==> config.mk <==
export PLATFORM = sky130hd
export DESIGN_NAME = hazard_ctrl
export DESIGN_NICKNAME = d
export VERILOG_FILES = /design/src/rtl/hazard_pkg.sv /design/src/rtl/hazard_slot.sv /design/src/rtl/hazard_ctrl.sv
export SDC_FILE = /design/constraint.sdc
export NUM_CORES = 1
export LEC_CHECK = 0
export ABC_CLOCK_PERIOD_IN_PS = 4400
export CAP_MARGIN = 10
export CORE_AREA = 2 2 102 104
export DETAILED_ROUTE_END_ITERATION = 7
export DIE_AREA = 0 0 104 106
export SETUP_SLACK_MARGIN = 0.2
export SLEW_MARGIN = 0
export SYNTH_ARGS = -nofsm -noshare
export SYNTH_HDL_FRONTEND = slang
export SYNTH_SLANG_ARGS = --single-unit
==> constraint.sdc <==
create_clock -name clk -period 4.4 [get_ports clk]
set_input_delay 1.32 -clock clk [delete_from_list [all_inputs] [get_ports clk]]
set_output_delay 1.32 -clock clk [all_outputs]
set_load 0.05 [all_outputs]
==> src/rtl/hazard_pkg.sv <==
// Shared definitions for hazard_ctrl: forward selects, FSM states and the shadow-slot layout.
package hazard_pkg;

    localparam int SLOT_RD_W = 5;
    localparam int NUM_SLOTS = 3;

    localparam logic [1:0] FWD_RF    = 2'b00;
    localparam logic [1:0] FWD_EXMEM = 2'b01;
    localparam logic [1:0] FWD_MEMWB = 2'b10;

    typedef enum logic [1:0] {
        S_RUN      = 2'd0,
        S_LU_STALL = 2'd1,
        S_RAW_WAIT = 2'd2
    } state_t;

    // One in-flight instruction as seen by the hazard logic.
    typedef struct packed {
        logic                 v;
        logic [SLOT_RD_W-1:0] rd;
        logic                 wr;
        logic                 ld;
    } slot_t;

    localparam slot_t SLOT_BUBBLE = '0;

    function automatic logic slot_match(
        input slot_t                s,
        input logic [SLOT_RD_W-1:0] rs,
        input logic                 use_rs
    );
        return s.v & s.wr & (s.rd != '0) & (s.rd == rs) & use_rs;
    endfunction

    // The nearer producer holds the youngest value, so EX beats MEM.
    function automatic logic [1:0] fwd_pick(input logic hit_ex, input logic hit_mem);
        if (hit_ex)
            return FWD_EXMEM;
        else if (hit_mem)
            return FWD_MEMWB;
        else
            return FWD_RF;
    endfunction

endpackage

==> src/rtl/hazard_slot.sv <==
// One shadow pipeline stage: captures an instruction summary or a bubble every edge.
module hazard_slot
    import hazard_pkg::*;
(
    input  logic  clk,
    input  logic  rst,
    input  logic  load,
    input  slot_t d,
    output slot_t q
);

    always_ff @(posedge clk or negedge rst) begin
        if (!rst)
            q <= SLOT_BUBBLE;
        else if (load)
            q <= d;
        else
            q <= SLOT_BUBBLE;
    end

endmodule

==> src/rtl/hazard_ctrl.sv <==
// Pipeline sequencing controller beside ID: shadows EX/MEM/WB destinations, drives stall/flush/forward.
// Build option: define FORWARDING_EN for operand forwarding with load-use-only stalls.
module hazard_ctrl
    import hazard_pkg::*;
#(
    parameter int REG_AW = SLOT_RD_W,
    parameter int CNT_W  = 32
)(
    input  logic              clk,
    input  logic              rst,
    input  logic              id_valid,
    input  logic [REG_AW-1:0] id_rs1,
    input  logic [REG_AW-1:0] id_rs2,
    input  logic [REG_AW-1:0] id_rd,
    input  logic              id_use_rs1,
    input  logic              id_use_rs2,
    input  logic              id_reg_write,
    input  logic              id_load,
    input  logic              id_redirect,
    output logic              stall_pc,
    output logic              stall_id,
    output logic              flush_id,
    output logic              bubble_ex,
    output logic              redirect,
    output logic [1:0]        fwd_a,
    output logic [1:0]        fwd_b,
    output logic [CNT_W-1:0]  stall_count
);

    localparam int EX_S = 0;
    localparam int MEM_S = 1;

`ifdef FORWARDING_EN
    // Only EX (load-use) and MEM (forward source) matter when forwarding.
    localparam int     MATCH_SLOTS = 2;
    localparam state_t STALL_STATE = S_LU_STALL;
`else
    localparam int     MATCH_SLOTS = NUM_SLOTS;
    localparam state_t STALL_STATE = S_RAW_WAIT;
`endif

    slot_t                  slot_d [NUM_SLOTS];
    slot_t                  slot_q [NUM_SLOTS];
    logic [NUM_SLOTS-1:0]   slot_load;
    logic [MATCH_SLOTS-1:0] hit_rs1;
    logic [MATCH_SLOTS-1:0] hit_rs2;
    logic                   stall;
    logic                   ex_load;
    state_t                 state_reg;
    logic [CNT_W-1:0]       stall_count_reg;

    assign ex_load = id_valid & ~stall;

    genvar gi;
    generate
        for (gi = 0; gi < NUM_SLOTS; gi++) begin : g_slot
            if (gi == EX_S) begin : g_ex
                assign slot_d[gi]    = '{v: 1'b1, rd: id_rd, wr: id_reg_write, ld: id_load};
                assign slot_load[gi] = ex_load;
            end else begin : g_tail
                assign slot_d[gi]    = slot_q[gi-1];
                assign slot_load[gi] = 1'b1;
            end

            hazard_slot u_slot (
                .clk  (clk),
                .rst  (rst),
                .load (slot_load[gi]),
                .d    (slot_d[gi]),
                .q    (slot_q[gi])
            );
        end

        for (gi = 0; gi < MATCH_SLOTS; gi++) begin : g_hit
            assign hit_rs1[gi] = id_valid & slot_match(slot_q[gi], id_rs1, id_use_rs1);
            assign hit_rs2[gi] = id_valid & slot_match(slot_q[gi], id_rs2, id_use_rs2);
        end
    endgenerate

`ifdef FORWARDING_EN
    assign stall = slot_q[EX_S].ld & (hit_rs1[EX_S] | hit_rs2[EX_S]);
`else
    // Without a bypass, any in-flight producer (WB included) blocks the read.
    assign stall = (|hit_rs1) | (|hit_rs2);
`endif

    assign stall_pc  = stall;
    assign stall_id  = stall;
    assign bubble_ex = stall;
    assign redirect  = id_valid & id_redirect & ~stall;
    assign flush_id  = redirect;

`ifdef FORWARDING_EN
    logic [1:0] fwd_a_reg;
    logic [1:0] fwd_b_reg;

    // Selects travel with the instruction into EX; a bubble carries the register-file select.
    always_ff @(posedge clk or negedge rst) begin
        if (!rst) begin
            fwd_a_reg <= FWD_RF;
            fwd_b_reg <= FWD_RF;
        end else if (ex_load) begin
            fwd_a_reg <= fwd_pick(hit_rs1[EX_S], hit_rs1[MEM_S]);
            fwd_b_reg <= fwd_pick(hit_rs2[EX_S], hit_rs2[MEM_S]);
        end else begin
            fwd_a_reg <= FWD_RF;
            fwd_b_reg <= FWD_RF;
        end
    end

    assign fwd_a = fwd_a_reg;
    assign fwd_b = fwd_b_reg;
`else
    assign fwd_a = FWD_RF;
    assign fwd_b = FWD_RF;
`endif

    always_ff @(posedge clk or negedge rst) begin
        if (!rst) begin
            state_reg <= S_RUN;
        end else begin
            case (state_reg)
                S_RUN:      if (stall) state_reg <= STALL_STATE;
                S_LU_STALL: state_reg <= S_RUN;
                S_RAW_WAIT: if (!stall) state_reg <= S_RUN;
                default:    state_reg <= S_RUN;
            endcase
        end
    end

    always_ff @(posedge clk or negedge rst) begin
        if (!rst)
            stall_count_reg <= '0;
        else if (stall && (stall_count_reg != {CNT_W{1'b1}}))
            stall_count_reg <= stall_count_reg + CNT_W'(1);
    end

    assign stall_count = stall_count_reg;

endmodule

==> results.ini <==
[worst_setup_path]
slowest_stage=nor4_2
cp-start-kind=primary input
criticalPathCategory=in -> out
worstPathRequired_ps=3080
path_delay_family=buffers and inverters
critical-path-max-stage-delay_ps=310
path_buf_inv=5
cp.arrival_ps=2890
critPathMaxFanout=3
end_kind=output port
crit_top_cell=buf_4
crit_chain=clkdlybuf4s15_2 > buf_4 > xor2_2 > nor4_2 > o311ai_2 > buf_4 > buf_4 > nand2_8 > buf_8

[global_routing]
grt_pass1_wl_um=9450
overflow=0
grt_max_degree=34
grt_pass1_vias=1901
track_usage_pct=10.7
antenna_found_initial=0

[hold_path]
hold_path_class=reg -> reg

[placed_design]
dpl.hpwl_um=4510
dp_cells=425
gp_congestion=0.774
port_buffers=58
place_area_mm2=0.00334

[drt]
wl_met3_um=115
drt-met1-wl_um=2740
wl_met2_um=3050
finalWirelength_um=6020
drt_iter0_drc=122
viasPerCell=4.43
vias=1929
drt-pass1-iter-count=4
post_drt_wl_per_cell_um=13.8
drc=0
topRoutingLayerUsed=met4
ant_nets=0

[sta]
drv_slew=0
fin_skew_ps=15.4
final-hold-violation-count=0
fin_crit_sh_pct=95.7
relSlewSlack_pct=51.9
worst_pin_slew_ps=721
fmax_mhz=237
setup_violations=0
layout_min_cycle_time_ps=4210
rsz0062_at_grt=no
whs_ps=373

[logic_synthesis]
synthesis.area_mm2=0.00254
post_synth_num_cell_types=27
synthCells=228
yosys.area.top_type=dfrtp_1
synth_edf_count=0
ys_top_cells_by_count=dfrtp_1 (53), xnor2_1 (47), nand4_1 (24)
synthArstFlopShare_pct=100
synthMostInstantiatedCell=dfrtp_1
synth_ff_type=dfrtp_1
ys_ff_latch=53
synth.yosys.seq_area_share_pct=52.3
synth_top_area_share_pct=52.3
syn_area_per_cell_um2=11.1
yosysWarningCount=0
synth.area.top_cells=dfrtp_1 (52%), xnor2_1 (16%), nand4_1 (5.9%), xor2_1 (4.8%), and3_1 (2.5%)

[power_and_ir_drop]
irDropWorstVdd_mv=0.128
p_per_area_mw_per_mm2=262
clkPwrFrac_pct=30.3
p_sw_uw=253
switching_share_pct=26.8
totalPowerFinal_uw=942
pwr-share-comb_pct=14.5
p_seq_share_pct=55.2
power_leakage_nw=1.45
p_int_uw=690

[final_layout]
largest_register_ffs=32
design_area_mm2=0.00360
fin_util_pct=36.0
fin_cells=435
drive_gt1_share_pct=21.1
multiInputGateArea_mm2=0.00129
syn2layout_area_growth_pct=41.9
diodes=0
seq_area_mm2=0.00133
nets=322
nFillCells=1008

[floorplanning]
start_util_pct=25.4
ios=64
core_area_mm2=0.0100
dieArea_mm2=0.0110
die_x_um=104
die_y_um=106
rows=37

[clocking]
cts_max_level=2
cts_tree=yes
cts_buffers=5
insertion_delay_ps=310
clk_pin_slew_ps=100
cts_sinks=53
cts_root_buf=clkbuf_8
clock_path_buffers=2
cts_hold_buf=0

[run_status]
status=complete, no violations

[run]
max_cap_violations=0

-- stage by stage --
| stage | worst slack (ps) | setup TNS, ps |
|---|---|---|
| floorplan | 237 | 0 |
| global placement | -223 | -889 |
| detailed placement | -232 | -891 |
| CTS | 199 | 0 |
| global route | 175 | 0 |
| finish | 189 | 0 |
-- cells in the final DEF (no fill, tap or decap), types with 2 or more instances in the layout --
cell	count
and3_1	9
buf_6	2
clkbuf_2	5
conb_1	4
nor4_2	4
xor2_1	9
clkbuf_8	6
clkdlybuf4s50_1	42
dfrtp_1	53
buf_2	2
buf_12	2
xor2_2	5
xnor2_1	45
o311ai_2	2
o211ai_2	2
nand4_1	24
and2_1	7
nand3_1	12
or4_1	3
clkdlybuf4s15_2	4
inv_1	2
nor4_4	2
nand2_1	12
nor3_1	2
xnor2_2	2
buf_8	3
buf_4	14
nor2_1	7
-- final timing paths --
| path | startpoint | endpoint | slack [ps] | cells past startpoint |
|---|---|---|---|---|
| min reg2reg | g_slot[0].u_slot.q[7] | g_slot[1].u_slot.q[7] | 370 | 0 |
| max reg2reg | g_slot[2].u_slot.q[3] | stall_count[28] | 1610 | 10 |
| max | id_rs1[0] | bubble_ex | 190 | 9 |
| min | g_slot[0].u_slot.q[7] | g_slot[1].u_slot.q[7] | 370 | 0 |
| max in group asynchronous | rst | stall_count[12] | 2580 | 2 |
| min in group asynchronous | rst | g_slot[1].u_slot.q[5] | 1060 | 1 |
-- logic make-up (layout without fill, tap and decap cells) --
| group | Yosys count | count (layout) | share of synthesized area [%] |
|---|---|---|---|
| AOI/OAI and AO/OA | 6 | 6 | 2.32 |
| xor gates and xnor gates | 61 | 61 | 21.1 |
| adders and majority gates | 1 | 1 | 0.493 |
| buffers and inverters | 16 | 84 | 3.55 |
| DFF | 53 | 53 | 52.3 |
| muxes | 1 | 1 | 0.592 |
| other | 1 | 4 | 0.148 |
| and+or+nand+nor | 89 | 89 | 19.6 |
-- layer usage --
| layer | vias up | global-route usage, % |
|---|---|---|
| met1 | 975 | 14.0 |
| met3 | 8 | 1.59 |
| li1 | 921 | - |
| met2 | 25 | 18.0 |
| met5 | - | 0 |
| met4 | 0 | 4.15 |
-- repair_timing --
action | 4_1_cts | 5_1_grt
setup endpoints to repair | 5 | 5
pin swaps | 7 | 14
buffers inserted | 1 | 1
gates resized for setup | 36 | 25
-- cell type report --
| type | count | area share [%] |
|---|---|---|
| clock buffers | 6 | 2.29 |
| clock inverters | 2 | 0.382 |
| inverters | 2 | 0.209 |
| multi-input cells | 162 | 35.7 |
| flip-flops and latches | 53 | 36.8 |
| well taps | 136 | 4.73 |
| repair buffers | 74 | 19.8 |
-- power by group through the flow --
| stage | clock (mW) | combinational (mW) | sequential [mW] |
|---|---|---|---|
| after global placement | 0 | 0.126 | 0.529 |
| after CTS | 0.298 | 0.130 | 0.520 |
| after global routing | 0.312 | 0.146 | 0.523 |
| after floorplan | 0 | 0.0522 | 0.543 |
| after detailed placement | 0 | 0.128 | 0.529 |
| final | 0.286 | 0.136 | 0.520 |
No activity file was read; power rests on OpenSTA's default activity.
